[src/rtl/vec_exec_sequencer.sv]
// vec_exec_sequencer: accepts one 5-bit exec word at a time, decodes it into
// an ALU operation and a unit-enable class, and steps the lane array through
// VLEN/LANES element beats with a per-beat write-back strobe. Every output
// except instr_ready is registered: the next-state logic also computes the
// outputs belonging to the next state, and those values are flopped together.
module vec_exec_sequencer #(
   parameter  int VLEN    = 16,
   parameter  int LANES   = 4,
   parameter  int DIV_CYC = 4,
   localparam int NBEAT   = VLEN / LANES,
   localparam int BW      = (NBEAT > 1) ? $clog2(NBEAT) : 1
) (
   input  logic          clk,
   input  logic          rst_n,
   input  logic          instr_valid,
   output logic          instr_ready,
   input  logic [4:0]    exec,
   input  logic          flush,
   output logic [2:0]    alu_op,
   output logic          en_sc,
   output logic          en_vs,
   output logic          en_vv,
   output logic [BW-1:0] beat_idx,
   output logic          wb_en,
   output logic          busy,
   output logic          done
);

   localparam int            CW         = (DIV_CYC > 1) ? $clog2(DIV_CYC) : 1;
   localparam bit            DIV_MULTI  = (DIV_CYC > 1);
   localparam logic [BW-1:0] LAST_BEAT  = BW'(NBEAT - 1);
   localparam logic [CW-1:0] LAST_CYC   = CW'(DIV_CYC - 1);
   localparam logic [2:0]    OP_NOP     = 3'b111;

   typedef enum logic [1:0] {
      S_IDLE,
      S_ISSUE,
      S_DIV_WAIT,
      S_DONE
   } state_t;

   // Unit-enable class of the captured word.
   typedef enum logic [2:0] {
      C_NOP,   // func=1
      C_SC,    // scalar, single beat
      C_VS,    // vector-scalar, 1 cycle per beat
      C_VDIV,  // vector-scalar divide, DIV_CYC cycles per beat
      C_VV     // vector-vector, 1 cycle per beat
   } cls_t;

   // Word is {func, opcode}; exec[0] carries no meaning.
   function automatic cls_t decode(input logic [3:0] w);
      cls_t c;
      if (w[3]) begin
         c = C_NOP;
      end else begin
         case (w[2:0])
            3'b001, 3'b100: c = C_VS;
            3'b110:         c = C_VDIV;
            3'b101:         c = C_VV;
            default:        c = C_SC;
         endcase
      end
      return c;
   endfunction

   logic unused_exec_lsb;
   assign unused_exec_lsb = exec[0];

   state_t        state_q, state_d;
   logic [3:0]    word_q, word_d;
   logic [BW-1:0] beat_q, beat_d;
   logic [CW-1:0] cyc_q, cyc_d;
   logic [2:0]    alu_op_q, alu_op_d;
   logic          en_sc_q, en_sc_d;
   logic          en_vs_q, en_vs_d;
   logic          en_vv_q, en_vv_d;
   logic          wb_en_q, wb_en_d;
   logic          busy_q, busy_d;
   logic          done_q, done_d;

   cls_t cls_q, cls_d;
   logic last_beat;

   assign cls_q     = decode(word_q);
   assign last_beat = (cls_q == C_SC) || (cls_q == C_NOP) || (beat_q == LAST_BEAT);

   // Next state, captured word, beat and divide-cycle counters.
   // NOTE: every variable gets a default first so no path leaves it unassigned (no latches).
   always_comb begin
      state_d = state_q;
      word_d  = word_q;
      beat_d  = beat_q;
      cyc_d   = cyc_q;
      case (state_q)
         S_IDLE: begin
            if (instr_valid) begin
               word_d  = exec[4:1];
               beat_d  = '0;
               cyc_d   = '0;
               state_d = S_ISSUE;
            end
         end
         S_ISSUE: begin
            if (flush) begin
               state_d = S_IDLE;
               beat_d  = '0;
            end else if ((cls_q == C_VDIV) && DIV_MULTI) begin
               state_d = S_DIV_WAIT;
               cyc_d   = CW'(1);
            end else if (last_beat) begin
               state_d = S_DONE;
               beat_d  = '0;
            end else begin
               beat_d  = beat_q + BW'(1);
            end
         end
         S_DIV_WAIT: begin
            if (flush) begin
               state_d = S_IDLE;
               beat_d  = '0;
               cyc_d   = '0;
            end else if (cyc_q == LAST_CYC) begin
               cyc_d = '0;
               if (beat_q == LAST_BEAT) begin
                  state_d = S_DONE;
                  beat_d  = '0;
               end else begin
                  state_d = S_ISSUE;
                  beat_d  = beat_q + BW'(1);
               end
            end else begin
               cyc_d = cyc_q + CW'(1);
            end
         end
         S_DONE: begin
            state_d = S_IDLE;
         end
         default: begin
            state_d = S_IDLE;
         end
      endcase
   end

   // Outputs for the state being entered, so they can be registered.
   always_comb begin
      cls_d    = decode(word_d);
      alu_op_d = 3'b000;
      en_sc_d  = 1'b0;
      en_vs_d  = 1'b0;
      en_vv_d  = 1'b0;
      wb_en_d  = 1'b0;
      busy_d   = 1'b0;
      done_d   = 1'b0;
      case (state_d)
         S_ISSUE: begin
            busy_d   = 1'b1;
            alu_op_d = (cls_d == C_NOP) ? OP_NOP : word_d[2:0];
            en_sc_d  = (cls_d == C_SC);
            en_vs_d  = (cls_d == C_VS) || (cls_d == C_VDIV);
            en_vv_d  = (cls_d == C_VV);
            // A multi-cycle divide beat writes back on its last DIV_WAIT cycle.
            wb_en_d  = (cls_d != C_NOP) && !((cls_d == C_VDIV) && DIV_MULTI);
         end
         S_DIV_WAIT: begin
            busy_d   = 1'b1;
            alu_op_d = word_d[2:0];
            en_vs_d  = 1'b1;
            wb_en_d  = (cyc_d == LAST_CYC);
         end
         S_DONE: begin
            done_d = 1'b1;
         end
         default: ;
      endcase
   end

   // State and registered outputs; reset abandons any instruction in flight.
   // NOTE: sequential state uses non-blocking assignments so all flops update together.
   always_ff @(posedge clk or negedge rst_n) begin
      if (!rst_n) begin
         state_q  <= S_IDLE;
         word_q   <= '0;
         beat_q   <= '0;
         cyc_q    <= '0;
         alu_op_q <= 3'b000;
         en_sc_q  <= 1'b0;
         en_vs_q  <= 1'b0;
         en_vv_q  <= 1'b0;
         wb_en_q  <= 1'b0;
         busy_q   <= 1'b0;
         done_q   <= 1'b0;
      end else begin
         state_q  <= state_d;
         word_q   <= word_d;
         beat_q   <= beat_d;
         cyc_q    <= cyc_d;
         alu_op_q <= alu_op_d;
         en_sc_q  <= en_sc_d;
         en_vs_q  <= en_vs_d;
         en_vv_q  <= en_vv_d;
         wb_en_q  <= wb_en_d;
         busy_q   <= busy_d;
         done_q   <= done_d;
      end
   end

   assign instr_ready = (state_q == S_IDLE);
   assign alu_op      = alu_op_q;
   assign en_sc       = en_sc_q;
   assign en_vs       = en_vs_q;
   assign en_vv       = en_vv_q;
   assign beat_idx    = beat_q;
   assign wb_en       = wb_en_q;
   assign busy        = busy_q;
   assign done        = done_q;

endmodule

[config.mk]
export PLATFORM = sky130hd
export DESIGN_NAME = vec_exec_sequencer
export DESIGN_NICKNAME = d
export VERILOG_FILES = /design/src/rtl/vec_exec_sequencer.sv
export SDC_FILE = /design/constraint.sdc
export NUM_CORES = 1
export LEC_CHECK = 0
export CAP_MARGIN = 20
export CORE_MARGIN = 5
export CORE_UTILIZATION = 47
export CTS_BUF_LIST = sky130_fd_sc_hd__clkbuf_4
export DETAILED_ROUTE_END_ITERATION = 8
export PLACE_DENSITY = 0.77
export SLEW_MARGIN = 20
export SYNTH_ARGS = -nofsm -noshare
export SYNTH_HDL_FRONTEND = slang
export SYNTH_SLANG_ARGS = --single-unit
[constraint.sdc]
create_clock -name clk -period 2.1 [get_ports clk]
set_input_delay 0.42 -clock clk [delete_from_list [all_inputs] [get_ports clk]]
set_output_delay 0.42 -clock clk [all_outputs]
set_load 0.01 [all_outputs]
Yosys cells after proc, flatten, opt, wreduce, memory -nomap -nowiden
Cells that the tools add are included.
{"block": "totals", "output_inout_bits": 12, "input_bits": 9, "regBits": 19, "elab_cells": 89}
{"block": "classes", "eq_ne": 26, "add_sub_neg": 2, "n_reduce_logical": 14, "mux": 36}
{"operator": "2-bit 2-to-1 mux", "n": 19}
{"operator": "3-bit == test (second input constant)", "n": 7}
{"operator": "3-bit one-hot mux with 3 select lines", "n": 2}
{"operator": "2-bit == test (second input constant)", "n": 7}
{"operator": "3-bit by 1-bit == test with 1-bit output (second input constant)", "n": 4}
{"operator": "2-bit one-hot mux with 3 select lines", "n": 2}
{"operator": "3-bit by 2-bit == test with 1-bit output (second input constant)", "n": 3}
{"operator": "3-bit 2-to-1 mux", "n": 3}
{"operator": "4-bit 2-to-1 mux", "n": 2}
{"operator": "2-bit one-hot mux with 4 select lines", "n": 1}
{"operator": "3-bit zero test", "n": 2}
{"operator": "3-bit != test (second input constant)", "n": 2}
{"operator": "3-bit one-hot mux with 2 select lines", "n": 1}
{"operator": "3-bit nonzero test", "n": 2}
{"operator": "2-bit OR reduction", "n": 3}
{"operator": "2-bit by 1-bit adder with 2-bit output (second input constant)", "n": 2}
{"operator": "2-bit by 1-bit == test with 1-bit output (second input constant)", "n": 2}
{"operator": "1-bit 2-to-1 mux", "n": 4}
{"operator": "1-bit one-hot mux with 2 select lines", "n": 2}
{"operator": "4-bit AND reduction", "n": 1}
{"operator": "1-bit logical OR", "n": 3}
{"operator": "2-bit zero test", "n": 1}
{"operator": "2-bit != test (second input constant)", "n": 1}
{"operator": "1-bit logical AND", "n": 1}
{"operator": "1-bit zero test", "n": 1}

Longest topological paths before layout
{"block": "depth", "ltp_word": 14, "depth_mapped": 11, "ltp_nobuf": 11}

Worst setup path before layout
Ideal clock, no wire load.
{"block": "synth_path", "path_type": "flip-flop to flip-flop", "start": "reg beat_q[0], in the netlist beat_idx[0]", "end": "reg wb_en_q, in the netlist wb_en", "t_arrival_ns": 2.037, "stages_incl_launch_ff": 12, "slack_ns": -0.010, "setup_ns": 0.073, "path_cell_list": "dfrtp_1 ha_1 nor2_1 o21ai_1 nor2_1 nor4b_1 o32a_1 ha_1 inv_1 or2_4 a21o_1 a21oi_2"}
{"block": "synth_via", "elab_chain_cells": 8, "word_cells_on_any_way": 12}
{"element": "start: declaration", "line_no": "72", "text": "logic [BW-1:0] beat_q, beat_d;"}
{"element": "start signal: assignment", "line_no": "196", "text": "beat_q <= beat_d;"}
{"element": "2-bit == test (*)", "line_no": "86", "text": "assign last_beat = (cls_q == C_SC) || (cls_q == C_NOP) || (beat_q == LAST_BEAT);"}
{"element": "1-bit logical OR (*)", "line_no": "86"}
{"element": "2-bit 2-to-1 mux (*)", "line_no": "111", "text": "end else if (last_beat) begin"}
{"element": "2-bit 2-to-1 mux (*)", "line_no": "108", "text": "end else if ((cls_q == C_VDIV) && DIV_MULTI) begin"}
{"element": "2-bit 2-to-1 mux (*)", "line_no": "105", "text": "if (flush) begin"}
{"element": "2-bit one-hot mux with 4 select lines (*)", "line_no": "95", "text": "case (state_q)"}
{"element": "net state_d[0]", "line_no": "70", "text": "state_t state_q, state_d;"}
{"element": "2-bit == test or 2-bit by 1-bit == test with 1-bit output (tied branches)", "line_no": "155", "text": "case (state_d)"}
{"element": "1-bit one-hot mux with 2 select lines (*)", "line_no": "155"}
{"element": "net wb_en_d", "line_no": "78", "text": "logic wb_en_q, wb_en_d;"}
{"element": "end signal: assignment", "line_no": "202", "text": "wb_en_q <= wb_en_d;"}
{"element": "end: declaration", "line_no": "78"}
Mark *: on every way through the listed nets, which the timed path passes. The rest lies on a longest branch.
A chain may end at the register's enable or synchronous reset.

Worst setup path after layout
{"block": "layout_path", "start": "reg word_q[0]", "end": "reg wb_en_q, in the netlist wb_en"}
{"block": "layout_via", "elab_chain_cells": 13, "word_cells_on_any_way": 36}
{"element": "start: declaration", "line_no": "71", "text": "logic [3:0] word_q, word_d;"}
{"element": "start signal: assignment", "line_no": "195", "text": "word_q <= word_d;"}
{"element": "3-bit by 1-bit == test with 1-bit output or 3-bit == test (tied branches)", "line_no": "57", "text": "case (w[2:0])"}
{"element": "2-bit OR reduction", "line_no": "57"}
{"element": "3-bit one-hot mux with 3 select lines (*)", "line_no": "57"}
{"element": "3-bit 2-to-1 mux (*)", "line_no": "54", "text": "if (w[3]) begin"}
{"element": "3-bit by 1-bit == test with 1-bit output or 3-bit zero test (tied branches)", "line_no": "86"}
{"element": "1-bit logical OR (2 in series)", "line_no": "86"}
{"element": "2-bit 2-to-1 mux", "line_no": "111"}
{"element": "2-bit 2-to-1 mux (*)", "line_no": "108"}
{"element": "2-bit 2-to-1 mux (*)", "line_no": "105"}
{"element": "2-bit one-hot mux with 4 select lines (*)", "line_no": "95"}
{"element": "net state_d[0]", "line_no": "70"}
{"element": "2-bit == test or 2-bit by 1-bit == test with 1-bit output (tied branches)", "line_no": "155"}
{"element": "1-bit one-hot mux with 2 select lines (*)", "line_no": "155"}
{"element": "net wb_en_d", "line_no": "78"}
Marked as above.

==> results by group <==
STA
  • Worst-Margin Slew: 0.339 ns
  • Final setup violation count: 2
  • Fmax: 0.473 GHz
  • RSZ-0062 raised after global routing: true
  • Final clock skew: 0.00367 ns
  • Max Slew Vio Count: 0
  • Final min period: 2.12 ns
  • Crit share post-route: 101%
  • Hold Vio Cnt, Final: 0
  • Setup TNS: -0.0201 ns
  • Slew margin rel.: 77.2%
  • Final setup margin: -0.0152 ns

Final layout
  • Fillers: 140
  • Most common cell after layout, fill and taps aside: buf_4
  • Area growth from synthesis to layout: 55.7%
  • Antenna diodes: 0
  • Layout cell share with drive strength beyond 1: 38.5%
  • Commonest non-fill, non-tap cells in the layout: 28 x buf_4, 19 x dfrtp_1, 18 x clkdlybuf4s50_1, 8 x nand2_1
  • Fin nets: 175

Clock tree
  • Worst skew pair latency: 0.29 ns
  • Clock tree root buffer cell: clkbuf_4
  • H-Tree Depth: 1
  • TritonCTS Buffers: 3
  • CTS tree: done
  • Clock sink count: 19
  • Clk pin slew, worst setup/hold paths: 0.10 ns
  • Clk buf depth: 2

Global route
  • Initial antenna violation count: 0
  • Vias in the first global route: 1,066
  • Total gr overflow: 0
  • Largest net degree at the start of global routing: 20
  • First-pass GRT wire length: 4.76 mm
  • Total track usage: 18.7%

Setup path
  • Startpoint type of the worst setup path: register
  • Crit-path cells: buf_6, nor2b_4, o21ai_2, nor2_2, nor4b_4, o32a_1, ha_2, inv_2, or2_4, a21o_1, a21oi_2
  • Critical-path maximum fanout: 4
  • Slowest cell delay on critical path: 0.41 ns
  • Setup CP Type: reg2reg
  • Slowest CP cell: dfrtp_1
  • Crit. End Element: register
  • Critical Path RT: 2.33 ns
  • Worst path arrival time: 2.35 ns

Drt
  • Met2 Routed Length: 1.40 mm
  • DR vias/cell: 5.33
  • Met1 Routed Length: 1.18 mm
  • Avg WL per Cell: 14.8 um
  • DRC errors left: 0
  • DR vias: 980
  • Routed WL: 2.73 mm
  • DR pass1 iterations: 4
  • DR iter-0 viols: 26
  • Post-DRT Antenna Nets: 0
  • Top Metal Used: met4
  • Met3 wire len: 104 um

Die
  • Starting Density: 48.3%
  • I/O Pins: 21
  • Row count: 17
  • Die X: 57.5 um
  • Die area: 3300 um2
  • Total core area: 2190 um2
  • DIE HEIGHT: 57.5 um

Flow run
  • Max-cap viol count: 0

Yosys
  • EDFF count, synth: 0
  • Cells after synthesis: 103
  • Syn Area/Cell: 10.3 um2
  • Synth Flop Type: dfrtp_1
  • Synth warn: 0
  • Flops & latches, synth: 19
  • Part of the Yosys area used for sequential elements: 44.9%
  • Net Count, Synth: 121
  • Distinct cells, synth: 31
  • Area of the mapped netlist: 1060 um2
  • Asr flop ratio synth: 100%

Status
  • Outcome: finished with violations
  • Failing checks: negative setup slack

Worst hold path
  • Hold Path Class: in2async

Power
  • Tot Pwr: 2.60 mW
  • Max VDD drop: 1150 uV
  • Leak: 0.775 nW
  • Pwr/cell area: 1580 nW/um2

Place
  • PortBufs: 19
  • Dpl hpwl: 1.89 mm
  • RD Place Congestion: 0.880
==> registers in the layout (all words and copies together), names as in the netlist <==
signal	count
state_q	2
alu_op	3
done	1
en_sc	1
busy	1
wb_en	1
en_vs	1
cyc_q	2
en_vv	1
beat_idx	2
word_q	4
==> report_power, final <==
group	internal [mW]	switching, mW	leakage, nW
clock	0.0869	0.106	0.0184
sequential	0.499	0.0886	0.247
combinational	0.967	0.857	0.510
total	1.55	1.05	0.775
==> routing by layer <==
metal  vias up  GRT usage, %
met5         -             0
met4         0          12.3
met3         4          3.17
met2        28          30.2
met1       475          22.8
li1        473             -
==> synth_stat cells, drive strengths merged, types with 2 or more instances <==
library cell,number,area (um2)
dfrtp,19,475
ha,9,113
nand2,9,41.3
o21ai,9,45.0
inv,8,30.0
a21oi,7,38.8
nor2,7,26.3
nor2b,5,31.3
nand3,4,20.0
mux2,3,45.0
nor3,3,15.0
o31ai,3,22.5
a21o,2,15.0
o211ai,2,15.0
==> repair_timing <==
item / in CTS / in global routing
setup endpoints to repair: 7 / 11
setup buffers: 13 / 2
hold buffers: 0 / 0
hold endpoints to repair: 0 / 0
resized for setup: 20 / 7
pin swaps: 10 / 4
==> layout make-up <==
class	instances	area, um2	share of cell area (%)
Sequential cell	19	475	28.9
Clock buffer	4	30.0	1.82
Inverter	8	30.0	1.82
Multi-Input combinational cell	76	652	39.6
Tap cell	28	35.0	2.13
Timing Repair Buffer	49	425	25.8
==> through the flow <==
stage / std cells / hold slack [ns] / util (%) / setup slack [ns] / area [um2]
final: 184 / 0.450 / 75.2 / -0.0152 / 1650
after global routing: 184 / 0.452 / 75.2 / -0.174 / 1650
after CTS: 184 / 0.445 / 74.2 / -0.0147 / 1630
after detailed placement: 168 / 0.546 / 65.0 / -0.225 / 1430
after global placement: 168 / 0.523 / 65.0 / -0.165 / 1430
after floorplan: 103 / 0.124 / - / 0.0571 / 1060
==> final timing paths <==
check | startpoint | endpoint | slack [ns] | cells after the start
setup / recovery | word_q[0] | wb_en | -0.02 | 11
hold / removal | rst_n | word_q[0] | 0.45 | 2
setup reg to reg | word_q[0] | wb_en | -0.02 | 11
hold reg to reg | cyc_q[0] | cyc_q[0] | 0.57 | 1
max in group asynchronous | rst_n | state_q[0] | 1.46 | 2
min in group clk | cyc_q[0] | cyc_q[0] | 0.57 | 1
==> critical path: cells and delay by family (launching register included) <==
family | cells | cell delay, ns
AO/OA/AOI/OAI | 4 | 0.64
AND/OR/NAND/NOR | 4 | 0.64
flip-flops | 1 | 0.41
adder cells (fa/ha/maj) | 1 | 0.19
buffers and inverters | 2 | 0.15
==> cell families (layout without fill, tap and decap cells) <==
| group | count (synthesis) | after routing | synth area share, % |
|---|---|---|---|
| DFF | 19 | 19 | 44.9 |
| and+or+nand+nor | 33 | 33 | 17.1 |
| AOI/OAI and AO/OA | 30 | 30 | 19.3 |
| buffers and inverters | 8 | 61 | 2.84 |
| muxes | 4 | 4 | 5.20 |
| adders and majority gates | 9 | 9 | 10.6 |
No activity file was read; power rests on OpenSTA's default activity.
